### src/rtl/pwm_duty_seq.sv
// Period-synchronous PWM duty-cycle sequencer: plays a table of per-channel compare values,
// one entry per max(hold,1) PWM periods. Define PWM_SEQ_LOOP_EN to add the loop_i wrap-around mode.
module pwm_duty_seq #(
    parameter int CH    = 4,
    parameter int DW    = 16,
    parameter int DEPTH = 16,
    parameter int HW    = 8,
    parameter int AW    = $clog2(DEPTH)
) (
    input  logic             clk_i,
    input  logic             rst_n_i,
    input  logic             wr_en_i,
    input  logic [AW-1:0]    wr_addr_i,
    input  logic [CH*DW-1:0] wr_data_i,
    input  logic [AW:0]      len_i,
    input  logic [HW-1:0]    hold_i,
    input  logic             start_i,
    input  logic             stop_i,
    input  logic             prd_i,
`ifdef PWM_SEQ_LOOP_EN
    input  logic             loop_i,
`endif
    output logic             busy_o,
    output logic             done_o,
    output logic             err_o,
    output logic [AW-1:0]    idx_o,
    output logic [CH*DW-1:0] duty_o,
    output logic             duty_upd_o
);

    typedef enum logic [1:0] {
        S_IDLE,
        S_WAIT,
        S_HOLD,
        S_DONE
    } state_e;

    state_e           state_q, state_d;
    logic [CH*DW-1:0] table_q [DEPTH];
    logic [CH*DW-1:0] table_d [DEPTH];
    logic [AW:0]      len_q, len_d;
    logic [HW-1:0]    hold_q, hold_d;
    logic [HW-1:0]    cnt_q, cnt_d;
    logic [AW-1:0]    idx_q, idx_d;
    logic [CH*DW-1:0] duty_q, duty_d;
    logic             upd_q, upd_d;
    logic             err_q, err_d;
    logic             loop_en;
    logic             len_ok;
    logic             last_entry;
    logic [AW-1:0]    idx_next;

`ifdef PWM_SEQ_LOOP_EN
    logic loop_q, loop_d;
    assign loop_en = loop_q;
`else
    assign loop_en = 1'b0;
`endif

    assign busy_o     = (state_q == S_WAIT) || (state_q == S_HOLD);
    assign done_o     = (state_q == S_DONE);
    assign err_o      = err_q;
    assign idx_o      = idx_q;
    assign duty_o     = duty_q;
    assign duty_upd_o = upd_q;

    assign len_ok     = (len_i != '0) && (len_i <= (AW+1)'(DEPTH));
    assign last_entry = ({1'b0, idx_q} == (len_q - (AW+1)'(1)));
    assign idx_next   = idx_q + AW'(1);

    // Table writes are only honoured while no sequence is armed or running.
    always_comb begin
        table_d = table_q;
        if (wr_en_i && !busy_o) begin
            table_d[wr_addr_i] = wr_data_i;
        end
    end

    always_comb begin
        // NOTE: every comb output gets a default first so no path can infer a latch.
        state_d = state_q;
        len_d   = len_q;
        hold_d  = hold_q;
        cnt_d   = cnt_q;
        idx_d   = idx_q;
        duty_d  = duty_q;
        upd_d   = 1'b0;
        err_d   = 1'b0;
`ifdef PWM_SEQ_LOOP_EN
        loop_d  = loop_q;
`endif
        case (state_q)
            S_IDLE: begin
                if (start_i) begin
                    if (len_ok) begin
                        state_d = S_WAIT;
                        idx_d   = '0;
                        len_d   = len_i;
                        hold_d  = (hold_i == '0) ? HW'(1) : hold_i;
`ifdef PWM_SEQ_LOOP_EN
                        loop_d  = loop_i;
`endif
                    end else begin
                        err_d = 1'b1;
                    end
                end
            end
            S_WAIT: begin
                if (prd_i) begin
                    duty_d  = table_q[0];
                    upd_d   = 1'b1;
                    cnt_d   = hold_q;
                    state_d = S_HOLD;
                end
            end
            S_HOLD: begin
                if (prd_i) begin
                    if (cnt_q > HW'(1)) begin
                        cnt_d = cnt_q - HW'(1);
                    end else if (!last_entry) begin
                        idx_d  = idx_next;
                        duty_d = table_q[idx_next];
                        upd_d  = 1'b1;
                        cnt_d  = hold_q;
                    end else if (loop_en) begin
                        idx_d  = '0;
                        duty_d = table_q[0];
                        upd_d  = 1'b1;
                        cnt_d  = hold_q;
                    end else begin
                        state_d = S_DONE;
                    end
                end
            end
            S_DONE: begin
                state_d = S_IDLE;
            end
            default: begin
                state_d = S_IDLE;
            end
        endcase
        // Stop overrides everything, including a same-cycle start; outputs are frozen.
        if (stop_i) begin
            state_d = S_IDLE;
            idx_d   = idx_q;
            duty_d  = duty_q;
            upd_d   = 1'b0;
            err_d   = 1'b0;
        end
    end

    always_ff @(posedge clk_i or negedge rst_n_i) begin
        if (!rst_n_i) begin
            state_q <= S_IDLE;
            len_q   <= '0;
            hold_q  <= '0;
            cnt_q   <= '0;
            idx_q   <= '0;
            duty_q  <= '0;
            upd_q   <= 1'b0;
            err_q   <= 1'b0;
`ifdef PWM_SEQ_LOOP_EN
            loop_q  <= 1'b0;
`endif
            // NOTE: the table is a flop array that must read back as zero after reset,
            // so it is cleared here rather than left to power-up contents.
            for (int i = 0; i < DEPTH; i++) begin
                table_q[i] <= '0;
            end
        end else begin
            state_q <= state_d;
            len_q   <= len_d;
            hold_q  <= hold_d;
            cnt_q   <= cnt_d;
            idx_q   <= idx_d;
            duty_q  <= duty_d;
            upd_q   <= upd_d;
            err_q   <= err_d;
`ifdef PWM_SEQ_LOOP_EN
            loop_q  <= loop_d;
`endif
            table_q <= table_d;
        end
    end

endmodule

### config.mk
export PLATFORM = sky130hd
export DESIGN_NAME = pwm_duty_seq
export DESIGN_NICKNAME = d
export VERILOG_FILES = /design/src/rtl/pwm_duty_seq.sv
export SDC_FILE = /design/constraint.sdc
export NUM_CORES = 2
export LEC_CHECK = 0
export BUFFER_PORTS_ARGS = -buffer_cell sky130_fd_sc_hd__clkbuf_2
export CAP_MARGIN = 20
export CORE_AREA = 2 2 452 454
export CTS_BUF_LIST = sky130_fd_sc_hd__clkbuf_8
export DETAILED_ROUTE_END_ITERATION = 8
export DIE_AREA = 0 0 454 456
export MAX_ROUTING_LAYER = met4
export PLACE_DENSITY = 0.49
export RECOVER_POWER = 100
export SLEW_MARGIN = 25
export SYNTH_ARGS = -nofsm -noshare
export SYNTH_HDL_FRONTEND = slang
export SYNTH_SLANG_ARGS = --single-unit
### constraint.sdc
create_clock -name clk_i -period 2.6 [get_ports clk_i]
set_input_delay 0.39 -clock clk_i [delete_from_list [all_inputs] [get_ports clk_i]]
set_output_delay 0.39 -clock clk_i [all_outputs]
set_load 0.01 [all_outputs]
; ---- Word level (Yosys, flattened, before mapping)
; Index checks and enable logic that the tools add are counted.
; W data, S select, Z words.
[classes]
n_addsub = 3
n_lt_le_gt_ge = 5
n_eq_ne = 17
n_mux = 41
bitwise = 3
reduce_logical = 15
[op_table]
columns = operator, count
row1 = $bwmux W1024, 1
row2 = $mux W64, 7
row3 = $bmux W64 S4, 1
row4 = $demux W64 S4, 1
row5 = $pmux W64 S2, 1
row6 = $mux W8, 5
row7 = $mux W4, 5
row8 = $ne A3 B3 Y1 const B, 6
row9 = $pmux W8 S2, 1
row10 = $mux W2, 7
row11 = $ne A2 B2 Y1 const B, 6
row12 = $reduce_and A6 Y1, 2
row13 = $ge A5 B5 Y1 const B, 2
row14 = $not A4 Y5, 2
row15 = $mux W1, 9
row16 = $gt A8 B1 Y1 const B, 1
row17 = $logic_not A8 Y1, 1
row18 = $pmux W2 S4, 1
row19 = $pmux W4 S2, 1
row20 = $sub A8 B1 Y8 const B, 1
row21 = $reduce_and A7 Y1, 1
row22 = $eq A4 B5 Y1, 1
row23 = $le A5 B5 Y1 const B, 1
row24 = $lt A5 B1 Y1 const B, 1
row25 = 15 further kinds, 19
[word_totals]
regBits = 1117
output_inout_bits = 72
wordCells = 108

; ---- Depth between registers and ports, before layout
[depth]
ltp_word = 9
mapped_depth = 9

; ---- Worst setup path after synthesis
; OpenSTA, ideal clock, no wires.
[synth_timing]
kind = register -> register
startpoint = register state_q[0]
endpoint = register table_q[131] in the netlist's numbering
arrival_ns = 2.405
setup_slack_ns = 0.070
stages_incl_launch_ff = 9
path_buffers = 2
cell_sequence = dfrtp_1 inv_1 ha_1 nand2b_1 nor3b_1 and3_1 clkbuf_1 buf_2 mux2_2
[synth_between]
elab_chain_len = 4
elab_cells_between_ends = 5
[synth_lines]
columns = element, line_no
row1 = start: declaration, 38  ; state_e state_q, state_d;
row2 = start signal: assignment, 171  ; state_q <= state_d;
row3 = $eq A2 B1 Y1 or $eq A2 B2 Y1 (tied branches), 60  ; assign busy_o = (state_q == S_WAIT) || (state_q == S_HOLD);
row4 = $logic_or A1 B1 Y1 *, 60
row5 = net busy_o, 23  ; output logic busy_o,
row6 = $logic_not A1 Y1 *, 74  ; if (wr_en_i && !busy_o) begin
row7 = $logic_and A1 B1 Y1 *, 74
row8 = end signal: assignment, 182  ; table_q <= table_d;
row9 = end: declaration, 39  ; logic [CH*DW-1:0] table_q [DEPTH];
; Mark *: on every way through the listed nets, which the timed path passes. The rest lies on a longest branch.
; A chain may end at the register's enable or synchronous reset.

; ---- Worst setup path in the final report
[layout_timing]
startpoint = register idx_q[0], in the netlist idx_o[0]
endpoint = register duty_q[28], in the netlist duty_o[28]
[layout_between]
elab_chain_len = 9
elab_cells_between_ends = 12
[layout_lines]
columns = element, line_no
row1 = start: declaration, 44  ; logic [AW-1:0] idx_q, idx_d;
row2 = start signal: assignment, 175  ; idx_q <= idx_d;
row3 = $add A4 B1 Y4, 69  ; assign idx_next = idx_q + AW'(1);
row4 = $not A4 Y5 (implied by the code), 122  ; duty_d = table_q[idx_next];
row5 = $bmux W64 S4, 122
row6 = $mux W64 (implied by the code) (2 in series), 122
row7 = $mux W64, 120  ; end else if (!last_entry) begin
row8 = $mux W64, 118  ; if (cnt_q > HW'(1)) begin
row9 = $mux W64, 117  ; if (prd_i) begin
row10 = $pmux W64 S2, 92  ; case (state_q)
row11 = end signal: assignment, 176  ; duty_q <= duty_d;
row12 = end: declaration, 45  ; logic [CH*DW-1:0] duty_q, duty_d;
; Several ways; a longest one is shown, not always the timed one. The select of a mux whose other input is x is not followed.

==> results.py <==
metrics = {
    "sta": {
        "rsz0062_at_grt": "true",
        "setup_violations": 0,
        "max_slew.worst_pin.slew_ns": 1.88,
        "hold_viol_final": 0,
        "fin_setup_tns_ns": 0,
        "worst_clock_skew_ns": 0.0329,
        "slew_headroom_pct": -25.6,
        "fmax_mhz": 395,
        "fin_crit_sh_pct": 97.4,
        "slew_viol_final": 344,
        "min_period_ns": 2.53,
    },
    "die": {
        "die_x_um": 454,
        "fp.dieH_um": 456,
        "dieArea_mm2": 0.207,
        "rows": 165,
        "core_mm2": 0.202,
        "start_util_pct": 25.0,
        "io_pins": 159,
    },
    "critical_path": {
        "rrSetupSlack_ns": 0.07,
        "worstPathRequired_ns": 3.39,
        "slowest_stage": "dfrtp_4",
        "slowest_delay_ns": 0.51,
        "cpMostUsedCell": "buf_16",
        "worst-path-max-fanout": 20,
        "path_cells": "ha_4 > xor2_4 > buf_12 > buf_16 > buf_16 > mux4_2 > o32ai_1 > a211oi_1 > mux2_2",
        "r2r_cells": 9,
        "cp-end-kind": "flop",
        "crit_arrival_ns": 3.32,
        "r2r_end": "duty_o[28]$_DFFE_PN0P_",
        "critical-path-top-delay-family": "buffers and inverters",
        "startpoint_type": "flop",
        "path_buf_inv": 3,
        "r2r-start": "idx_o[0]$_DFFE_PN0P_",
        "worstSetupPathType": "reg -> reg",
    },
    "detailed_routing": {
        "drtPass1Iterations": 5,
        "num_vias": 30300,
        "routed_wl_um": 148000,
        "avgRoutedWirePerCell_um": 22.9,
        "ant_nets": 0,
        "drc": 0,
        "drt_iter0_drc": 1671,
        "via_per_inst": 4.68,
    },
    "logic_synthesis": {
        "yosysWarnings": 0,
        "synth-compound-area-share_pct": 2.83,
        "ys_seq_area_share_pct": 55.5,
        "syn-num-nets": 3403,
        "synth_top_family_by_area": "multiplexers",
        "syn_avg_cell_area_um2": 15.2,
        "synthXorXnorAreaFrac_pct": 0.201,
        "synthArstFlopShare_pct": 100,
        "synth_edf_count": 0,
        "synth_cell_type_count": 50,
        "synth-adder-area-share_pct": 0.199,
        "postSynthCellCount": 3308,
        "yosys.area_share.simple_pct": 2.72,
        "syn_area_mm2": 0.0504,
        "muxShareOfSynthArea_pct": 36.1,
        "synth-seq-cells": 1117,
        "synth-main-ff-cell": "dfrtp_1",
    },
    "global_route": {
        "grt-ovfl-total": 0,
        "gr-usage-all-layers_pct": 14.8,
        "grt_pass1_wl_um": 224000,
        "antenna_found_initial": 16,
        "grt_pass1_vias": 32800,
        "grt_max_degree": 94,
    },
    "clock_tree": {
        "htree_levels": 4,
        "insertion_delay_ns": 0.91,
        "root_buffer": "clkbuf_8",
        "cts_setup_buffers": 0,
        "clk_pin_slew_ns": 0.06,
        "cts_tree": "yes",
        "cts_sinks": 1117,
        "cts_buffers": 194,
        "clk_path_buf_depth": 3,
    },
    "worst_hold_path": {
        "hold_path_depth": 3,
        "min_to": "table_q[187]$_DFFE_PN0P_",
        "hold_path_class": "in -> reg",
        "min_from": "wr_addr_i[2]",
    },
    "power_and_ir_drop": {
        "vdd_drop_max_mv": 0.513,
        "leakage_uw": 0.0255,
        "pwr_density_cell_mw_per_mm2": 1130,
    },
    "run_status": {
        "outcome": "finished, violations left",
        "violations": "capacitance limit, slew limit",
    },
    "run": {
        "maxCapViolCount": 6,
    },
    "cells_and_area": {
        "num-nets-final": 3750,
        "drive_gt1_share_pct": 50.8,
        "syn2layout_area_growth_pct": 20.2,
        "stdcell_count": 6481,
    },
    "placed_design": {
        "dp_cells": 6047,
        "place_congestion": 0.761,
        "port_buffers": 158,
        "dp_hpwl_um": 92200,
    },
}
-- Yosys cell counts, types with 17 or more instances --
cell type | n | share of area (%)
dfrtp_1 | 1117 | 56
mux2_2 | 1104 | 25
mux4_2 | 232 | 10
clkbuf_1 | 210 | 1.6
nand2_1 | 126 | 0.94
nand3_1 | 63 | 0.63
nor3_1 | 58 | 0.58
buf_2 | 54 | 0.54
mux2i_1 | 52 | 1.0
a211oi_1 | 50 | 0.75
o32ai_1 | 49 | 0.85
o21ai_0 | 22 | 0.22
buf_1 | 17 | 0.13
-- stage by stage --
step / cell area, um^2 / power, uW / setup WS [ns] / hold slack (ns) / util [%]
2_1_floorplan: 50400 / 45800 / 0.0700 / 0.0944 / -
3_3_place_gp: 56200 / 53000 / 0.0392 / 0.360 / 27.9
3_5_place_dp: 56200 / 53700 / 0.0292 / 0.359 / 27.9
4_1_cts: 60800 / 69800 / 0.00496 / 0.0238 / 30.1
5_1_grt: 60500 / 73100 / -0.0417 / 0.0763 / 30.0
6_report: 60500 / 68600 / 0.0681 / 0.129 / 30.0
-- final cells by class --
class,instances,area [um^2]
fill,20200,141000
sequential,1117,28000
multi-input combinational,1892,21400
timing repair buffer,440,4000
tap,2672,3340
clock buffer,233,3210
clock inverter,105,533
inverter,10,37.5
antenna,12,30.0
-- per-layer routing --
metal	part of all wire, %	GRT usage [%]	up-vias	wire length (um)
met5	0	-	-	0
li1	-	-	13100	-
met1	45	18.9	16400	66000
met4	2.4	4.06	0	3490
met3	3.3	2.23	239	4870
met2	50	24.3	540	73900
-- placed cells by master (no fill, tap or decap), drive strengths merged, types with 9 or more instances in the layout --
cell type and n:
dfrtp 1117, mux2 1104, clkbuf 423, mux4 232, buf 167, nand2 126, inv 94, dlygate4sd3 83
nand3 63, nor3 58, mux2i 52, a211oi 50, o32ai 49, o21ai 22, o31ai 14, a41oi 14
o22ai 13, diode 12, clkinv 12, a21oi 11, nor2 11, nor2b 9
-- timing repair --
action                                 4_1_cts  5_1_grt
resized for setup                            1       19
hold buffers                                83        0
setup endpoints to repair                    1       63
endpoints found under the hold margin     2096        0
pin swaps                                    0        0
gates cloned                                 0        1
-- sequential cells by signal (all words and copies together) (netlist names) --
name and flops:
err_o 1, len_q 5, table_q 1024, idx_o 4, duty_upd_o 1, cnt_q 8, state_q 2, hold_q 8
duty_o 64
-- worst reg2reg max path, delay by kind of cell (launching register included) --
family | cells | cell delay [ns]
buffers and inverters | 3 | 0.63
multiplexers | 2 | 0.60
flip-flops | 1 | 0.51
AO/OA/AOI/OAI | 2 | 0.34
adder cells (fa/ha/maj) | 1 | 0.20
XOR/XNOR | 1 | 0.16
-- power breakdown --
| group | internal [uW] | switching, uW |
|---|---|---|
| Sequential | 25700 | 4460 |
| Clock | 8170 | 7430 |
| Combinational | 13600 | 9300 |
-- how the worst max path moves through the flow --
stage,start,to,slack [ns],depth (start not counted)
global route,idx_o[0]$_DFFE_PN0P_,duty_o[36]$_DFFE_PN0P_,-0.04,7
finish,idx_o[0]$_DFFE_PN0P_,duty_o[28]$_DFFE_PN0P_,0.07,9
global placement,idx_o[0]$_DFFE_PN0P_,duty_o[59]$_DFFE_PN0P_,0.04,8
CTS,idx_o[0]$_DFFE_PN0P_,duty_o[19]$_DFFE_PN0P_,0.005,9
detailed placement,idx_o[0]$_DFFE_PN0P_,duty_o[19]$_DFFE_PN0P_,0.03,9
floorplan,state_q[0]$_DFFE_PN0P_,table_q[131]$_DFFE_PN0P_,0.07,8
-- cell families after synthesis --
logic type,Yosys count
muxes,1388
DFF,1117
buffers and inverters,299
and+or+nand+nor,295
AOI/OAI and AO/OA,191
xor gates and xnor gates,10
adders and majority gates,8
No activity file was read; power rests on OpenSTA's default activity.
